$ cat src/rtl/axi_wr_arbiter.sv
// Two-requester AXI write-channel arbiter: one AW/W/B transaction owned at a time, round-robin on ties.
// Optional WR_ARB_FIXED_PRIO_EN: requester 0 wins every tie.
module axi_wr_arbiter #(
  parameter int AW = 32,
  parameter int DW = 64
) (
  input  logic            clk,
  input  logic            resetn,
  input  logic [AW-1:0]   m0_awaddr,
  input  logic [7:0]      m0_awlen,
  input  logic [2:0]      m0_awsize,
  input  logic [1:0]      m0_awburst,
  input  logic            m0_awvalid,
  output logic            m0_awready,
  input  logic [DW-1:0]   m0_wdata,
  input  logic [DW/8-1:0] m0_wstrb,
  input  logic            m0_wvalid,
  output logic            m0_wready,
  output logic [1:0]      m0_bresp,
  output logic            m0_bvalid,
  input  logic            m0_bready,
  input  logic [AW-1:0]   m1_awaddr,
  input  logic [7:0]      m1_awlen,
  input  logic [2:0]      m1_awsize,
  input  logic [1:0]      m1_awburst,
  input  logic            m1_awvalid,
  output logic            m1_awready,
  input  logic [DW-1:0]   m1_wdata,
  input  logic [DW/8-1:0] m1_wstrb,
  input  logic            m1_wvalid,
  output logic            m1_wready,
  output logic [1:0]      m1_bresp,
  output logic            m1_bvalid,
  input  logic            m1_bready,
  output logic [AW-1:0]   axi_awaddr,
  output logic [7:0]      axi_awlen,
  output logic [2:0]      axi_awsize,
  output logic [1:0]      axi_awburst,
  output logic            axi_awvalid,
  input  logic            axi_awready,
  output logic [DW-1:0]   axi_wdata,
  output logic [DW/8-1:0] axi_wstrb,
  output logic            axi_wlast,
  output logic            axi_wvalid,
  input  logic            axi_wready,
  input  logic [1:0]      axi_bresp,
  input  logic            axi_bvalid,
  output logic            axi_bready,
  output logic            grant,
  output logic            busy
);

  typedef enum logic [1:0] {IDLE, ADDR, DATA, RESP} state_t;

  state_t          state_q, state_d;
  logic            grant_q, grant_d;
  logic            last_q, last_d;
  logic [7:0]      cnt_q, cnt_d;
  logic [AW-1:0]   awaddr_q, awaddr_d;
  logic [7:0]      awlen_q, awlen_d;
  logic [2:0]      awsize_q, awsize_d;
  logic [1:0]      awburst_q, awburst_d;

  logic            win, accept, w_hs, b_hs;
  logic            own_wvalid, own_bready;

  always_comb begin
    win = m1_awvalid;
    if (m0_awvalid && m1_awvalid) begin
`ifdef WR_ARB_FIXED_PRIO_EN
      win = 1'b0;
`else
      win = ~last_q;
`endif
    end
  end

  assign own_wvalid = grant_q ? m1_wvalid : m0_wvalid;
  assign own_bready = grant_q ? m1_bready : m0_bready;
  assign accept     = (state_q == IDLE) && (m0_awvalid || m1_awvalid);
  assign w_hs       = (state_q == DATA) && own_wvalid && axi_wready;
  assign b_hs       = (state_q == RESP) && axi_bvalid && own_bready;

  always_ff @(posedge clk or negedge resetn) begin
    if (!resetn) state_q <= IDLE;
    else         state_q <= state_d;
  end

  always_comb begin
    state_d = state_q;
    case (state_q)
      IDLE: if (accept) state_d = ADDR;
      ADDR: if (axi_awready) state_d = DATA;
      DATA: if (w_hs && cnt_q == 8'd0) state_d = RESP;
      RESP: if (b_hs) state_d = IDLE;
      default: state_d = IDLE;
    endcase
  end

  // Owner-side ready/valid are pure muxes so the W and B paths add no latency.
  always_comb begin
    m0_awready  = resetn && accept && !win;
    m1_awready  = resetn && accept && win;
    axi_awvalid = (state_q == ADDR);
    axi_awaddr  = awaddr_q;
    axi_awlen   = awlen_q;
    axi_awsize  = awsize_q;
    axi_awburst = awburst_q;
    axi_wvalid  = (state_q == DATA) && own_wvalid;
    axi_wdata   = '0;
    axi_wstrb   = '0;
    axi_wlast   = (state_q == DATA) && (cnt_q == 8'd0);
    m0_wready   = (state_q == DATA) && !grant_q && axi_wready;
    m1_wready   = (state_q == DATA) && grant_q && axi_wready;
    if (state_q == DATA) begin
      axi_wdata = grant_q ? m1_wdata : m0_wdata;
      axi_wstrb = grant_q ? m1_wstrb : m0_wstrb;
    end
    axi_bready  = (state_q == RESP) && own_bready;
    m0_bvalid   = (state_q == RESP) && !grant_q && axi_bvalid;
    m1_bvalid   = (state_q == RESP) && grant_q && axi_bvalid;
    m0_bresp    = ((state_q == RESP) && !grant_q) ? axi_bresp : 2'b00;
    m1_bresp    = ((state_q == RESP) && grant_q) ? axi_bresp : 2'b00;
    grant       = grant_q;
    busy        = (state_q != IDLE);
  end

  always_comb begin
    grant_d   = grant_q;
    last_d    = last_q;
    cnt_d     = cnt_q;
    awaddr_d  = awaddr_q;
    awlen_d   = awlen_q;
    awsize_d  = awsize_q;
    awburst_d = awburst_q;
    if (accept) begin
      grant_d   = win;
      awaddr_d  = win ? m1_awaddr  : m0_awaddr;
      awlen_d   = win ? m1_awlen   : m0_awlen;
      awsize_d  = win ? m1_awsize  : m0_awsize;
      awburst_d = win ? m1_awburst : m0_awburst;
      cnt_d     = win ? m1_awlen   : m0_awlen;
    end
    // The final beat leaves the counter at zero instead of wrapping.
    if (w_hs && cnt_q != 8'd0) cnt_d = cnt_q - 8'd1;
    if (b_hs) last_d = grant_q;
  end

  always_ff @(posedge clk or negedge resetn) begin
    if (!resetn) begin
      grant_q   <= 1'b0;
      last_q    <= 1'b1;
      cnt_q     <= 8'd0;
      awaddr_q  <= '0;
      awlen_q   <= 8'd0;
      awsize_q  <= 3'd0;
      awburst_q <= 2'd0;
    end else begin
      grant_q   <= grant_d;
      last_q    <= last_d;
      cnt_q     <= cnt_d;
      awaddr_q  <= awaddr_d;
      awlen_q   <= awlen_d;
      awsize_q  <= awsize_d;
      awburst_q <= awburst_d;
    end
  end

endmodule

$ cat config.mk
export PLATFORM = sky130hd
export DESIGN_NAME = axi_wr_arbiter
export DESIGN_NICKNAME = d
export VERILOG_FILES = /design/src/rtl/axi_wr_arbiter.sv
export SDC_FILE = /design/constraint.sdc
export NUM_CORES = 1
export LEC_CHECK = 0
export CAP_MARGIN = 20
export CORE_AREA = 3 3 145 147
export DETAILED_ROUTE_END_ITERATION = 10
export DIE_AREA = 0 0 148 150
export SYNTH_ARGS = -nofsm -noshare
export SYNTH_HDL_FRONTEND = slang
export SYNTH_SLANG_ARGS = --single-unit
$ cat constraint.sdc
create_clock -name clk -period 2.2 [get_ports clk]
set_clock_uncertainty 0.1 [all_clocks]
set_input_delay 0.22 -clock clk [delete_from_list [all_inputs] [get_ports clk]]
set_output_delay 0.22 -clock clk [all_outputs]
set_load 0.005 [all_outputs]
# Word-level counts from Yosys, hierarchy flattened
# Index checks and enable logic that the tools add are counted.
# totals
ff_bits	57
in_bits	247
# classes
addsub	1
n_eq_ne	7
mux	20
bitwise	1
n_reduce_logical	30
# op_table
cell	count
64-bit 2-to-1 mux	2
8-bit 2-to-1 mux	5
32-bit 2-to-1 mux	1
1-bit logical AND	21
2-bit 2-to-1 mux	7
8-bit zero test	1
2-bit one-hot mux with 4 select lines	1
8-bit nonzero test	1
8-bit by 1-bit subtractor with 8-bit output, second input constant	1
2-bit != test, second input constant	3
2-bit == test, second input constant	2
4-bit AND reduction	1
2-bit nonzero test	2
1-bit 2-to-1 mux	3
3-bit 2-to-1 mux	1
2-bit by 1-bit == test with 1-bit output, second input constant	1
1-bit zero test	2
2-bit zero test	1
2-bit by 1-bit != test with 1-bit output, second input constant	1
1-bit logical OR	1
1-bit NOT	1

# Depth between registers and ports, before layout
# Gate-level depths: netlist of run 1.
# depth
depth_word	6
mapped_depth	8
ltp_nobuf	6

# Worst setup path after synthesis of run 1
# Ideal clock, no wire load.
# synth_path
path_type	reg2reg
start	reg cnt_q[0]
end	reg state_q[1]
setup_ns	0.125
t_arrival_ns	1.759
required_ns	1.975
slack_ns	0.216
path_stages_with_launch	7
path_buffers	0
cell_sequence	dfrtp_1 inv_1 ha_1 or3b_2 o41ai_2 nand3_1 mux2_4
# synth_between
elab_chain_cells	4
# synth_lines
element	line_no	source
start, declared	58	logic [7:0] cnt_q, cnt_d;
start signal, assigned	161	cnt_q <= cnt_d;
8-bit zero test	94	DATA: if (w_hs && cnt_q == 8'd0) state_d = RESP;
1-bit logical AND	94	
2-bit != test (no source line)	--	
4-bit AND reduction (no source line)	--	
end signal, assigned	86	else state_q <= state_d;
end, declared	55	state_t state_q, state_d;
# No other way between the ends.
# A chain may end at the register's enable or synchronous reset.

# Worst setup path after layout of run 1
# layout_path
start	reg grant_q (netlist: grant)
end	out m0_bvalid
# layout_between
elab_chain_cells	3
# layout_lines
element	line_no	source
start, declared	56	logic grant_q, grant_d;
start signal, assigned	159	grant_q <= grant_d;
1-bit zero test	120	m0_bvalid = (state_q == RESP) && !grant_q && axi_bvalid;
1-bit logical AND (2 in series)	120	
end, declared	20	output logic m0_bvalid,
# No other way between the ends.

==> qor.yml, run 1 <==
sta:
  report.final.slew_viol_count: 0
  hold_violations: 0
  maxSlewHeadroom: 0.634
  worst_slew_pin_slew_ns: 0.549
  rsz0062_at_grt: "no"
  fin_crit_sh: 0.974
  post-route-min-period_ns: 2.14
  fin_ws_ns: 0.0578
  setup-tns-final_ns: 0
  whs_ns: 0.369
  finalSetupViolCount: 0
  timing.fmax_mhz: 467
power:
  power_density_mw_per_mm2: 1050
  leakagePower_nw: 4.43
  p_total_mw: 9.38
  ir_drop_v: 0.000516
detailed_routing:
  wl_per_cell_um: 18.7
  route.met3.wl_mm: 2.05
  viasPerCell: 4.24
  ant_nets: 0
  drc: 0
  wl_mm: 21.2
  met1Wirelength_mm: 8.21
  met2WireLength_mm: 10.8
  dr.pass1.iters: 4
  drt_iter0_drc: 81
  vias: 4825
  top_layer: "met5"
synthesis:
  synth_cell_types: 43
  synth_edf_count: 0
  avgSynthCellArea_um2: 8.74
  synth_area_mm2: 0.00404
  syn-instance-count: 462
  synth_seq_area_share: 0.354
  ys_warn_count: 0
  synth_fp_nets: 715
  synth-seq-cells: 57
  synth_ff_type: "dfrtp_1"
  async_reset_ff_frac: 1.00
layout:
  final_util: 0.447
  fin_area_mm2: 0.00895
  finalNetCount: 1115
  final_cell_mix: "clkdlybuf4s50_1 (301), mux2i_1 (117), nor2_1 (84)"
  fin_cells: 1138
  area_growth_pct: 122
  layout-drive-gt1-share: 0.0992
  final_common_cell: "clkdlybuf4s50_1"
clock_tree:
  cts_htree_levels: 3
  cts_tree: "built"
  clkLatencyLatePin_ns: 0.33
  root_buffer: "clkbuf_16"
  cts_buffers: 9
  clock_sinks: 57
  clockBufferDepth: 2
  clkSlewWorstSetupHoldPaths_ns: 0.05
die:
  floorplan.initialDensity: 0.201
  die_area_mm2: 0.0222
  die_w_um: 148
  core_area_mm2: 0.0200
  ios: 380
  fp.dieH_um: 150
  rows: 52
hold_path:
  hp-class: "in -> async"
critical_path:
  start_kind: "register"
  reg2reg_slack_ns: 0.13
  worstPathRequired_ns: 1.88
  crit_path_end_kind: "output port"
  arrival_ns: 1.82
  path_max_fanout: 31
  slowest_delay_ns: 0.52
  cp_slowest_cell: "clkdlybuf4s50_1"
  setup.worst_path.class: "reg -> out"
  crit_chain: "buf_12 -> nor2b_4 -> and2_1 -> clkdlybuf4s50_1"
grt:
  grt_pass1_wl_mm: 29.4
  grt_overflow_total: 0
  grt_pass1_vias: 4762
  antenna_found_initial: 2
  grt_max_degree: 41
  groute.usage.overall: 0.175
placement:
  port-buffer-count: 379
  dp_slack_ns: 0.0223
  dpl_cell_area_mm2: 0.00842
  gp_congestion: 0.814
  dp.cells: 1113
  dp_hpwl_mm: 17.7
run:
  maxCapViolations: 0
status:
  status: "finished clean"
[registers in the layout, summed over array words and instances (netlist names)]
register and count:
last_q 1, axi_awaddr 32, axi_awburst 2, state_q 2, axi_awlen 8, cnt_q 8
axi_awsize 3, grant 1
[worst max-delay path, delay by kind of cell, from the launching register on]
kind                   cells  cell delay (ns)
and+or+nand+nor            2             0.27
buffers and inverters      2             0.70
DFF                        1             0.50
[area by class of cell]
class | count | area [µm²]
antenna | 1 | 2.50
clock buffer | 10 | 239
clock inverter | 6 | 72.6
fill | 2027 | 11100
inverter | 13 | 56.3
multi-input combinational | 358 | 2530
sequential | 57 | 1430
tap | 270 | 338
timing repair buffer | 423 | 4280
[report_power, final]
part | total, mW | internal [mW] | switching, mW | leakage, nW
clock network | 1.47 | 0.921 | 0.544 | 0.150
logic | 6.02 | 3.43 | 2.59 | 3.59
registers | 1.89 | 1.57 | 0.318 | 0.694
[Yosys cell counts, types with 2 or more instances]
cell type | instances | area share
a21oi_1 | 2 | 0.0025
a221oi_1 | 3 | 0.0065
a32oi_1 | 2 | 0.0043
and2_1 | 4 | 0.0062
and3_1 | 10 | 0.015
buf_1 | 11 | 0.010
buf_2 | 9 | 0.011
clkbuf_1 | 13 | 0.012
dfrtp_1 | 56 | 0.35
ha_1 | 6 | 0.019
inv_1 | 13 | 0.012
mux2_1 | 2 | 0.0056
mux2i_1 | 121 | 0.30
nand2_1 | 50 | 0.046
nand2b_1 | 2 | 0.0031
nor2_1 | 84 | 0.078
nor2b_1 | 3 | 0.0047
nor3_1 | 4 | 0.0050
o21ai_0 | 5 | 0.0062
o21ai_1 | 39 | 0.048
[per-layer routing]
| metal | vias to the layer above | global-route usage |
|---|---|---|
| met5 | - | 0 |
| met4 | 2 | 0.0379 |
| met3 | 10 | 0.0675 |
| met2 | 233 | 0.315 |
| met1 | 2182 | 0.198 |
| li1 | 2398 | - |
[path summary, 6_finish.rpt]
| check | end | from | depth (start not counted) |
|---|---|---|---|
| worst min-delay path | axi_awaddr[28] | resetn | 3 |
| worst max register to register | cnt_q[3] | state_q[0] | 8 |
| min in group clk | axi_awaddr[6] | axi_awaddr[6] | 2 |
| worst max-delay path | m0_bvalid | grant | 4 |
| max in group asynchronous | grant | resetn | 3 |
| worst min register to register | axi_awaddr[6] | axi_awaddr[6] | 2 |
[repair_timing]
action,4_1_cts,5_1_grt
pin swaps,1,2
hold buffers,1,0
setup buffers,3,2
gates cloned,1,1
resized for setup,70,39
endpoints found under the hold margin,56,0
endpoints found under the setup margin,79,33
[logic make-up after synthesis]
family,count (synthesis),share of synthesized area
AOI/OAI and AO/OA,64,0.0980
adders and majority gates,6,0.0186
buffers and inverters,47,0.0474
DFF,57,0.354
muxes,125,0.312
and+or+nand+nor,163,0.170
Power figures use the tool's default switching activity.
==> run 2, diff against run 1 <==
--- a/config.mk
+++ b/config.mk
@@ -5,7 +5,6 @@
 export SDC_FILE = /design/constraint.sdc
 export NUM_CORES = 1
 export LEC_CHECK = 0
-export CAP_MARGIN = 20
 export CORE_AREA = 3 3 145 147
 export DETAILED_ROUTE_END_ITERATION = 10
 export DIE_AREA = 0 0 148 150
==> results of run 2 <==
Same layout as run 1: the final DEF is identical, and so are final timing and power.
==> run 3, diff against run 2 <==
--- a/config.mk
+++ b/config.mk
@@ -5,9 +5,11 @@
 export SDC_FILE = /design/constraint.sdc
 export NUM_CORES = 1
 export LEC_CHECK = 0
+export ABC_CLOCK_PERIOD_IN_PS = 2200
 export CORE_AREA = 3 3 145 147
 export DETAILED_ROUTE_END_ITERATION = 10
 export DIE_AREA = 0 0 148 150
+export SKIP_CTS_REPAIR_TIMING = 1
 export SYNTH_ARGS = -nofsm -noshare
 export SYNTH_HDL_FRONTEND = slang
 export SYNTH_SLANG_ARGS = --single-unit
==> qor.yml, run 3 (synthesized netlist as in run 1, its figures left out) <==
grt:
  grt_overflow_total: 0  # unchanged
  grt_pass1_wl_mm: 29.0  # -1.2%
  antenna_found_initial: 3  # +1
  grt_pass1_vias: 4708  # -1.1%
  grt_max_degree: 41  # unchanged
  groute.usage.overall: 0.173  # -0.00212
detailed_routing:
  drc: 0  # unchanged
  viasPerCell: 4.20  # -0.91%
  vias: 4756  # -1.4%
  wl_per_cell_um: 18.3  # -1.7%
  drt_iter0_drc: 85  # +4.9%
  wl_mm: 20.8  # -2.2%
  ant_nets: 0  # unchanged
  dr.pass1.iters: 4  # unchanged
critical_path:
  cp_slowest_cell: "clkdlybuf4s50_1"
  critical_path.top_delay_family: "buffers and inverters"
  arrival_ns: 2.02  # +0.20 ns
  crit_chain: "buf_12 -> buf_12 -> mux2i_2 -> nor2_1 -> clkdlybuf4s50_1"
  setup.worst_path.class: "reg -> out"
  rr_worst_depth: 6  # -2
  crit_path_end_kind: "output port"
  critical_path_buf_inv_count: 3  # +1
  start_kind: "register"
  slowest_delay_ns: 0.45  # -0.07 ns
  crit_cells: 5  # +1
  crit_path_frequent_cell: "buf_12"
  worstPathRequired_ns: 1.88  # about the same
  path_max_fanout: 25  # -19%
die:
  ios: 380  # unchanged
  fp.dieH_um: 150  # unchanged
  floorplan.initialDensity: 0.201  # unchanged
  die_area_mm2: 0.0222  # unchanged
  core_area_mm2: 0.0200  # unchanged
  die_w_um: 148  # unchanged
  rows: 52  # unchanged
layout:
  fin_cells: 1132  # -0.53%
  fillers: 2034  # +0.35%
  area_growth_pct: 118
  final_common_cell: "clkdlybuf4s50_1"
  seqCellArea_mm2: 0.00143  # about the same
  multiInputGateArea_mm2: 0.00247  # -2.2%
  final_cell_mix: "clkdlybuf4s50_1 (368), mux2i_1 (119), nor2_1 (83)"
  layout-drive-gt1-share: 0.0849  # -0.0143
  largest_reg_flops: 32  # unchanged
  final_util: 0.439  # -0.00743
  finalNetCount: 1108  # -0.63%
sta:
  fin_crit_sh: 1.06  # +0.0893
  post-route-min-period_ns: 2.34  # +0.196 ns
  hold_violations: 0  # unchanged
  timing.fmax_mhz: 428  # -8.4%
  fin_ws_ns: -0.139  # -0.196 ns
  rsz0062_at_grt: "yes"
  setup-tns-final_ns: -5.17  # -5.17 ns
  report.final.slew_viol_count: 0  # unchanged
  finalSetupViolCount: 64  # +64
  worst_slew_pin_slew_ns: 0.546  # -0.00314 ns
  maxSlewHeadroom: 0.636  # +0.00210
clock_tree:
  cts_buffers: 9  # unchanged
  cts_tree: "built"
  cts_htree_levels: 3  # unchanged
  clock_sinks: 57  # unchanged
  clkLatencyLatePin_ns: 0.33  # about the same
  clockBufferDepth: 2  # unchanged
  root_buffer: "clkbuf_16"
  clkSlewWorstSetupHoldPaths_ns: 0.06  # about the same
power:
  p_total_mw: 9.31  # -0.80%
  power_density_mw_per_mm2: 1060  # +0.88%
  leakagePower_nw: 3.87  # -13%
  ir_drop_v: 0.000516  # about the same
placement:
  dp_hpwl_mm: 17.7  # unchanged
  dp.cells: 1113  # unchanged
  dp_slack_ns: 0.0223  # unchanged
  gp_congestion: 0.814  # unchanged
  port-buffer-count: 379  # unchanged
status:
  violations: "negative setup slack"
  status: "finished with violations"
run:
  maxCapViolations: 0  # unchanged
hold_path:
  hp-class: "in -> async"
run 3: path summary, 6_finish.rpt:
check,start,to,slack [ns]
worst max-delay path,grant,axi_wstrb[0],-0.14
worst min-delay path,resetn,axi_awaddr[28],0.37
worst max register to register,cnt_q[1],state_q[1],0.09
worst min register to register,axi_awaddr[6],axi_awaddr[6],0.38
max in group asynchronous,resetn,grant,1.09
min in group clk,axi_awaddr[6],axi_awaddr[6],0.38
run 3: area by class of cell:
type                            count  share of cell area
Multi-Input combinational cell    358               0.281
Inverter                           13             0.00583
Clock buffer                       10              0.0272
Antenna cell                        2            0.000569
Timing Repair Buffer              416               0.476
Tap cell                          270              0.0384
Clock inverter                      6             0.00825
Sequential cell                    57               0.163
run 3: worst reg2reg max path, cell delays in order, from the launching register on:
cell,delay [ns]
dfrtp_1,0.39
inv_1,0.08
ha_1,0.17
or3b_2,0.47
o41ai_2,0.30
nand3_1,0.17
mux2_4,0.32
run 3: stage by stage:
step	cell area [µm²]	hold WS [ns]
after floorplan	4040	-0.176
after global placement	8420	0.148
after detailed placement	8420	0.148
after CTS	8730	-0.207
after global routing	8800	0.402
final	8800	0.369
run 3: per-layer routing:
layer	share of wire	wire length (µm)	track usage	vias to the layer above
met2	0.50	10400	0.307	231
met4	0.012	257	0.0439	2
met3	0.098	2040	0.0678	12
met5	0.00063	13	0	-
met1	0.39	8050	0.196	2128
li1	-	-	-	2383
run 3: power by group:
group	total, mW	internal [mW]	switching, mW	leakage, nW
registers	1.88	1.57	0.308	0.695
logic	5.96	3.43	2.53	3.02
clock network	1.47	0.921	0.545	0.150
total	9.31	5.93	3.38	3.87
